==> config.mk <==
export PLATFORM = sky130hd
export DESIGN_NAME = load_store_unit_flat
export DESIGN_NICKNAME = d
export VERILOG_FILES = /design/src/rtl/lsu_pkg.sv /design/src/rtl/lsu_if.sv /design/src/rtl/lsu_addr_gen.sv /design/src/rtl/load_store_unit.sv /design/src/flat_wrapper.sv
export SDC_FILE = /design/constraint.sdc
export NUM_CORES = 1
export LEC_CHECK = 0
export CORE_ASPECT_RATIO = 0.6
export CORE_MARGIN = 8
export CORE_UTILIZATION = 44
export DETAILED_ROUTE_END_ITERATION = 8
export HOLD_SLACK_MARGIN = 0.03
export PLACE_DENSITY = 0.81
export SYNTH_ARGS = -nofsm -noshare
export SYNTH_HDL_FRONTEND = slang
export SYNTH_HIERARCHICAL = 1
export SYNTH_SLANG_ARGS = --single-unit
export TNS_END_PERCENT = 30
==> constraint.sdc <==
create_clock -name Clk -period 2.48 [get_ports Clk]
set_clock_uncertainty 0.05 [all_clocks]
set_input_delay 0.372 -clock Clk [delete_from_list [all_inputs] [get_ports Clk]]
set_output_delay 0.372 -clock Clk [all_outputs]
set_load 0.01 [all_outputs]
==> src/rtl/lsu_pkg.sv <==
// Shared types and constants for the load/store unit.
package lsu_pkg;

   localparam int LSU_ADDR_W = 12;  // DataMemory word-address width (4096 words)
   localparam int LAT_W      = 2;   // wide enough for READ_LATENCY-1 up to 3

   typedef enum logic [1:0] {
      ST_IDLE,
      ST_ACCESS,
      ST_WAIT,
      ST_RESP
   } lsu_state_e;

endpackage

==> src/rtl/lsu_if.sv <==
// Request/response handshake and DataMemory pins of the load/store unit.
// slave = LSU side, master = execute/writeback stage plus DataMemory.
interface lsu_if #(parameter int ADDR_W = 12);

   logic              req_valid;
   logic              req_ready;
   logic              req_is_store;
   logic [31:0]       req_base;
   logic [31:0]       req_offset;
   logic [31:0]       req_wdata;
   logic [4:0]        req_rd;

   logic              resp_valid;
   logic              resp_ready;
   logic [31:0]       resp_data;
   logic [4:0]        resp_rd;
   logic              resp_err;

   logic [ADDR_W-1:0] MemAddr;
   logic [31:0]       MemDataIn;
   logic [31:0]       MemDataOut;
   logic              MemEna;
   logic              MemWea;

   modport slave (
      input  req_valid, req_is_store, req_base, req_offset, req_wdata, req_rd,
      output req_ready,
      output resp_valid, resp_data, resp_rd, resp_err,
      input  resp_ready,
      output MemAddr, MemDataIn, MemEna, MemWea,
      input  MemDataOut
   );

   modport master (
      output req_valid, req_is_store, req_base, req_offset, req_wdata, req_rd,
      input  req_ready,
      input  resp_valid, resp_data, resp_rd, resp_err,
      output resp_ready,
      input  MemAddr, MemDataIn, MemEna, MemWea,
      output MemDataOut
   );

endinterface

==> src/rtl/lsu_addr_gen.sv <==
// Effective-address generation: byte ea = base + offset (wraps at 32 bits),
// word address and the two fault flags.
module lsu_addr_gen
   import lsu_pkg::*;
#(
   parameter int ADDR_W = LSU_ADDR_W
) (
   input  logic [31:0]       base,
   input  logic [31:0]       offset,
   output logic [31:0]       ea,
   output logic [ADDR_W-1:0] waddr,
   output logic              misaligned,
   output logic              out_of_range
);

   assign ea           = base + offset;
   assign waddr        = ea[ADDR_W+1:2];
   assign misaligned   = |ea[1:0];
   assign out_of_range = |ea[31:ADDR_W+2];

endmodule

==> src/rtl/load_store_unit.sv <==
// Load/store unit: sole master of DataMemory. One request at a time;
// IDLE -> ACCESS -> (WAIT) -> RESP, errors go straight IDLE -> RESP.
// Optional macro LSU_RANGE_CHECK_EN: reject addresses beyond the memory
// instead of wrapping them modulo the memory size.
module load_store_unit
   import lsu_pkg::*;
#(
   parameter int ADDR_W       = LSU_ADDR_W,
   parameter int READ_LATENCY = 1
) (
   input logic Clk,
   input logic Rst_n,
   lsu_if.slave bus
);

   lsu_state_e        state, state_n;
   logic [LAT_W-1:0]  cnt;
   logic              is_store_q;

   logic [31:0]       ea_unused;
   logic [ADDR_W-1:0] waddr;
   logic              misaligned;
   logic              out_of_range;
   logic              err;

   logic              mem_ena, mem_wea;
   logic [ADDR_W-1:0] mem_addr;
   logic [31:0]       mem_din;
   logic [31:0]       resp_data;
   logic [4:0]        resp_rd;
   logic              resp_err;

   lsu_addr_gen #(.ADDR_W(ADDR_W)) u_agen (
      .base         (bus.req_base),
      .offset       (bus.req_offset),
      .ea           (ea_unused),
      .waddr        (waddr),
      .misaligned   (misaligned),
      .out_of_range (out_of_range)
   );

`ifdef LSU_RANGE_CHECK_EN
   assign err = misaligned | out_of_range;
`else
   // Upper address bits are ignored; the word address simply wraps.
   logic oor_unused;
   assign oor_unused = out_of_range;
   assign err        = misaligned;
`endif

   // State register; reset abandons any transfer in flight.
   always_ff @(posedge Clk or negedge Rst_n) begin
      if (!Rst_n) state <= ST_IDLE;
      else        state <= state_n;
   end

   // Next-state decode.
   always_comb begin
      state_n = state;
      case (state)
         ST_IDLE:   if (bus.req_valid) state_n = err ? ST_RESP : ST_ACCESS;
         ST_ACCESS: state_n = is_store_q ? ST_RESP : ST_WAIT;
         ST_WAIT:   if (cnt == '0) state_n = ST_RESP;
         ST_RESP:   if (bus.resp_ready) state_n = ST_IDLE;
         default:   state_n = ST_IDLE;
      endcase
   end

   // Request latch, registered memory pins, latency counter and response.
   always_ff @(posedge Clk or negedge Rst_n) begin
      if (!Rst_n) begin
         is_store_q <= 1'b0;
         mem_ena    <= 1'b0;
         mem_wea    <= 1'b0;
         mem_addr   <= '0;
         mem_din    <= '0;
         cnt        <= '0;
         resp_data  <= '0;
         resp_rd    <= '0;
         resp_err   <= 1'b0;
      end else begin
         case (state)
            ST_IDLE: if (bus.req_valid) begin
               is_store_q <= bus.req_is_store;
               resp_rd    <= bus.req_rd;
               resp_err   <= err;
               resp_data  <= '0;
               if (!err) begin
                  mem_ena  <= 1'b1;
                  mem_wea  <= bus.req_is_store;
                  mem_addr <= waddr;
                  mem_din  <= bus.req_wdata;
               end
            end
            ST_ACCESS: begin
               // Memory samples on this edge; the enables are one-cycle pulses.
               mem_ena <= 1'b0;
               mem_wea <= 1'b0;
               cnt     <= LAT_W'(READ_LATENCY - 1);
            end
            ST_WAIT: begin
               if (cnt == '0) resp_data <= bus.MemDataOut;
               else           cnt       <= cnt - 1'b1;
            end
            default: ;
         endcase
      end
   end

   assign bus.req_ready  = (state == ST_IDLE);
   assign bus.resp_valid = (state == ST_RESP);
   assign bus.resp_data  = resp_data;
   assign bus.resp_rd    = resp_rd;
   assign bus.resp_err   = resp_err;
   assign bus.MemEna     = mem_ena;
   assign bus.MemWea     = mem_wea;
   assign bus.MemAddr    = mem_addr;
   assign bus.MemDataIn  = mem_din;

endmodule
==> src/flat_wrapper.sv <==
// flat-port wrapper written by rule: the top's interface ports become plain ports
module load_store_unit_flat import lsu_pkg::*;
#(
   parameter int ADDR_W       = LSU_ADDR_W,
   parameter int READ_LATENCY = 1
)
  (Clk, Rst_n, bus_req_valid, bus_req_is_store, bus_req_base, bus_req_offset, bus_req_wdata, bus_req_rd, bus_req_ready, bus_resp_valid, bus_resp_data, bus_resp_rd, bus_resp_err, bus_resp_ready, bus_MemAddr, bus_MemDataIn, bus_MemEna, bus_MemWea, bus_MemDataOut);
  lsu_if #(.ADDR_W(ADDR_W)) bus_i ();
  input logic Clk;
  input logic Rst_n;
  input wire logic [$bits(bus_i.req_valid)-1:0] bus_req_valid;
  input wire logic [$bits(bus_i.req_is_store)-1:0] bus_req_is_store;
  input wire logic [$bits(bus_i.req_base)-1:0] bus_req_base;
  input wire logic [$bits(bus_i.req_offset)-1:0] bus_req_offset;
  input wire logic [$bits(bus_i.req_wdata)-1:0] bus_req_wdata;
  input wire logic [$bits(bus_i.req_rd)-1:0] bus_req_rd;
  output wire logic [$bits(bus_i.req_ready)-1:0] bus_req_ready;
  output wire logic [$bits(bus_i.resp_valid)-1:0] bus_resp_valid;
  output wire logic [$bits(bus_i.resp_data)-1:0] bus_resp_data;
  output wire logic [$bits(bus_i.resp_rd)-1:0] bus_resp_rd;
  output wire logic [$bits(bus_i.resp_err)-1:0] bus_resp_err;
  input wire logic [$bits(bus_i.resp_ready)-1:0] bus_resp_ready;
  output wire logic [$bits(bus_i.MemAddr)-1:0] bus_MemAddr;
  output wire logic [$bits(bus_i.MemDataIn)-1:0] bus_MemDataIn;
  output wire logic [$bits(bus_i.MemEna)-1:0] bus_MemEna;
  output wire logic [$bits(bus_i.MemWea)-1:0] bus_MemWea;
  input wire logic [$bits(bus_i.MemDataOut)-1:0] bus_MemDataOut;
  assign bus_i.req_valid = bus_req_valid;
  assign bus_i.req_is_store = bus_req_is_store;
  assign bus_i.req_base = bus_req_base;
  assign bus_i.req_offset = bus_req_offset;
  assign bus_i.req_wdata = bus_req_wdata;
  assign bus_i.req_rd = bus_req_rd;
  assign bus_req_ready = bus_i.req_ready;
  assign bus_resp_valid = bus_i.resp_valid;
  assign bus_resp_data = bus_i.resp_data;
  assign bus_resp_rd = bus_i.resp_rd;
  assign bus_resp_err = bus_i.resp_err;
  assign bus_i.resp_ready = bus_resp_ready;
  assign bus_MemAddr = bus_i.MemAddr;
  assign bus_MemDataIn = bus_i.MemDataIn;
  assign bus_MemEna = bus_i.MemEna;
  assign bus_MemWea = bus_i.MemWea;
  assign bus_i.MemDataOut = bus_MemDataOut;
  load_store_unit #(.ADDR_W(ADDR_W), .READ_LATENCY(READ_LATENCY)) u_core (.Clk(Clk), .Rst_n(Rst_n), .bus(bus_i));
endmodule
==> results list <==
* Status: completed
- Among all stages on the critical path, the largest delay is contributed by clkdlybuf4s50_1.
* CTS H-tree depth: 3
* Number of max-cap violations: 0
* HPWL after DPL: 9500 um
* Comb power frac: 48.1%
- Kind of cell adding the most delay to the critical path: buffers and inverters
- Maximum clock frequency: 421 MHz
* Total inserted antenna cells: 0
- The number of setup buffers added after CTS is 0.
- The share of total power dissipated in sequential elements is 34.3%.
- After the last flow step, the layout net total stands at 727.
* Final critical delay including setup and external delays: 2.37 ns
- Across every metal layer, demand over resource in global routing totals 18.5%.
- For this design the static power due to leakage is 2.93 nW.
- The synthesized netlist occupies a cell area of 4360 sq um.
* First-pass GRT wire length: 19700 um
* Hold/Removal Path Class: reg2reg
- Post-Place Worst Slack: -0.307 ns
- Count of clock tree sinks: 89
* Buffering stage count on the worst path with inverters included: 2
- The Yosys step of the flow raised 6 warnings.
- Cells fill 68.5% of the core in the end.
- Headroom to the max-slew limit came out at 62.0%.
* Starting density of the core: 44.8%
- Data arrival time of the critical path: 2.54 ns
- Placer's final routability congestion estimate: 0.839
- Post-layout instance count excluding filler cells: 707
- The multi-input combinational cells in the finished layout cover a total of 1770 sq um.
* Setup violations, final: 0
* Worst Setup End Kind: register
- The via count of the first global-routing pass was 3862.
- The number of hold violations in the final report is 0.
* Summed negative setup slack over all endpoints: 0 ns
- Root buffer selected by CTS: clkbuf_16
- In this run the core area contains 28 standard-cell rows.
* Residual overflow from global routing: 0
- Pin placement for this block handled 224 I/O pins.
- Average footprint of a synthesized cell: 11.5 sq um
- Dividing the detail-routed wire length by the instance count gives 17.7 um.
* Startpoint type of the worst setup path: input pin
- DRT antenna net count: 0
* Cell count after synthesis: 378
* Post-Route Hold Slack: 0.454 ns
- Counting every net in the synthesized netlist gives 538.
* Via Count: 3574
- Maximum buffer depth of the clock tree: 2
* Maximum number of pins on one net before global-route repair: 49
- Total placed instance area: 6370 sq um
- Initial antenna violation count: 0
- Number of placed cells counting well taps: 690
* Port buffer count: 187
- From bottom edge to top edge, the die measures 93.1 um.
- The detailed router finished its first iteration with 147 violations.
- Clock share of power: 17.7%
- Die extent in x: 145 um
* Actual transition at the worst max-transition pin: 0.569 ns
- At the later pin of the worst-skew pair, clock insertion delay measures 0.33 ns.
- Post-detailed-route via-to-cell ratio: 5.06
- Counting the fill cells in the layout gives 762.
- Total chip power: 7.08 mW
- Layout cell share with drive strength beyond 1: 17.7%
- Internal Pwr Total: 4.63 mW
- Post-route setup slack: 0.106 ns
* Core Region: 9740 sq um
- Relative to the synthesized area, the layout overhead comes to 53.0%.
- After clock tree synthesis, the clock-pin slew on the worst setup and hold paths is 0.06 ns.
* Largest vdd supply drop: 509 uV
* CTS tree: done
* Area enclosed by the die boundary: 13500 sq um
- Non-Filler Cell Area, Final: 6670 sq um
* Worst setup startpoint: bus_req_base[0]
- The startpoint identified for the worst register-to-register timing path is u_core/state[1].
* CTS buffer count: 9
- Cell-by-cell listing of the critical path: clkdlybuf4s50_1 > ha_2 > fa_2 > or2_4 > and2b_2 > nand2_4 > buf_12 > mux2_4
* Residual DRC count: 0
* Critical path required time: 2.65 ns
- Along the worst path, the maximum fanout reaches 30.
- Fin crit share: 95.7%
- The sequential cells in the finished layout cover a total of 2230 sq um.
- Delay of the slowest cell on the worst path: 0.47 ns
* Switching power: 2.45 mW
- The final-report max-slew violation count came to 0.
- The critical path is of the in2reg type.
- Switching fraction of total power: 34.6%
- For this design the ratio of total power to cell area is 1060 nW/um^2.
* TritonRoute pass-1 iters: 5
- The routed design has 12500 um of wire.
* Worst Min Path Start: u_core/bus.MemDataIn[13]
-- path summary, 6_finish.rpt --
| check | endpoint | cells past startpoint | slack [ns] |
|---|---|---|---|
| setup reg to reg | u_core/bus.MemDataIn[7] | 6 | 0.56 |
| max in group asynchronous | u_core/bus.resp_data[28] | 3 | 1.16 |
| hold reg to reg | u_core/bus.MemDataIn[13] | 1 | 0.45 |
| min in group asynchronous | u_core/bus.resp_data[12] | 2 | 0.53 |
| setup / recovery | u_core/bus.MemDataIn[19] | 8 | 0.11 |
| hold / removal | u_core/bus.MemDataIn[13] | 1 | 0.45 |
-- final cells by class --
| class | instances | share of cell area, % |
|---|---|---|
| clock buffer | 10 | 3.43 |
| clock inverter | 6 | 0.675 |
| inverter | 40 | 2.25 |
| multi-input combinational | 216 | 26.5 |
| sequential | 89 | 33.4 |
| tap | 135 | 2.53 |
| timing repair buffer | 211 | 31.2 |
-- registers in the layout, indices dropped and copies added (netlist names) --
signal	flops
u_core/bus.MemDataIn	32
u_core/bus.resp_data	32
u_core/bus.MemAddr	12
u_core/bus.resp_rd	5
u_core/cnt	2
u_core/state	2
u_core/bus.MemEna	1
u_core/bus.MemWea	1
u_core/bus.resp_err	1
u_core/is_store_q	1
-- what timing repair did --
item	in CTS	in global routing
setup endpoints to repair	0	21
hold endpoints to repair	41	0
hold buffers	1	0
gates resized for setup	0	7
-- power groups by stage --
stage / registers [mW] / logic, mW / clock network (mW)
after detailed placement: 2.45 / 3.43 / 0
after global placement: 2.40 / 3.31 / 0
after global routing: 2.51 / 3.69 / 1.34
after CTS: 2.43 / 3.45 / 1.29
final: 2.43 / 3.40 / 1.25
after floorplan: 2.68 / 1.35 / 0
-- routing by layer --
metal	GRT usage [%]	vias up	part of all wire, %
li1	-	1690	-
met1	23.3	1722	43
met2	29.5	149	47
met3	6.97	13	9.5
met4	4.82	0	1.1
met5	0	-	0
-- cells in the final DEF, fill, tap and decap left out, drive strengths merged --
cell / instances
a211oi: 1
a21boi: 1
a21o: 5
a21oi: 12
a221oi: 1
a22oi: 1
a31o: 1
a31oi: 3
a32oi: 1
and2b: 1
and3: 2
and4: 3
buf: 24
clkbuf: 10
clkdlybuf4s50: 186
clkinv: 3
clkinvlp: 3
dfrtp: 89
dlygate4sd3: 1
fa: 1
ha: 21
inv: 40
mux2: 51
mux2i: 2
nand2: 13
nand2b: 5
nand3: 3
nand4: 33
o2111ai: 1
o211a: 1
o211ai: 1
o21ai: 36
o21bai: 2
o2bb2ai: 1
or2: 1
xnor2: 5
xor2: 7
(Power assumes the default switching activity.)
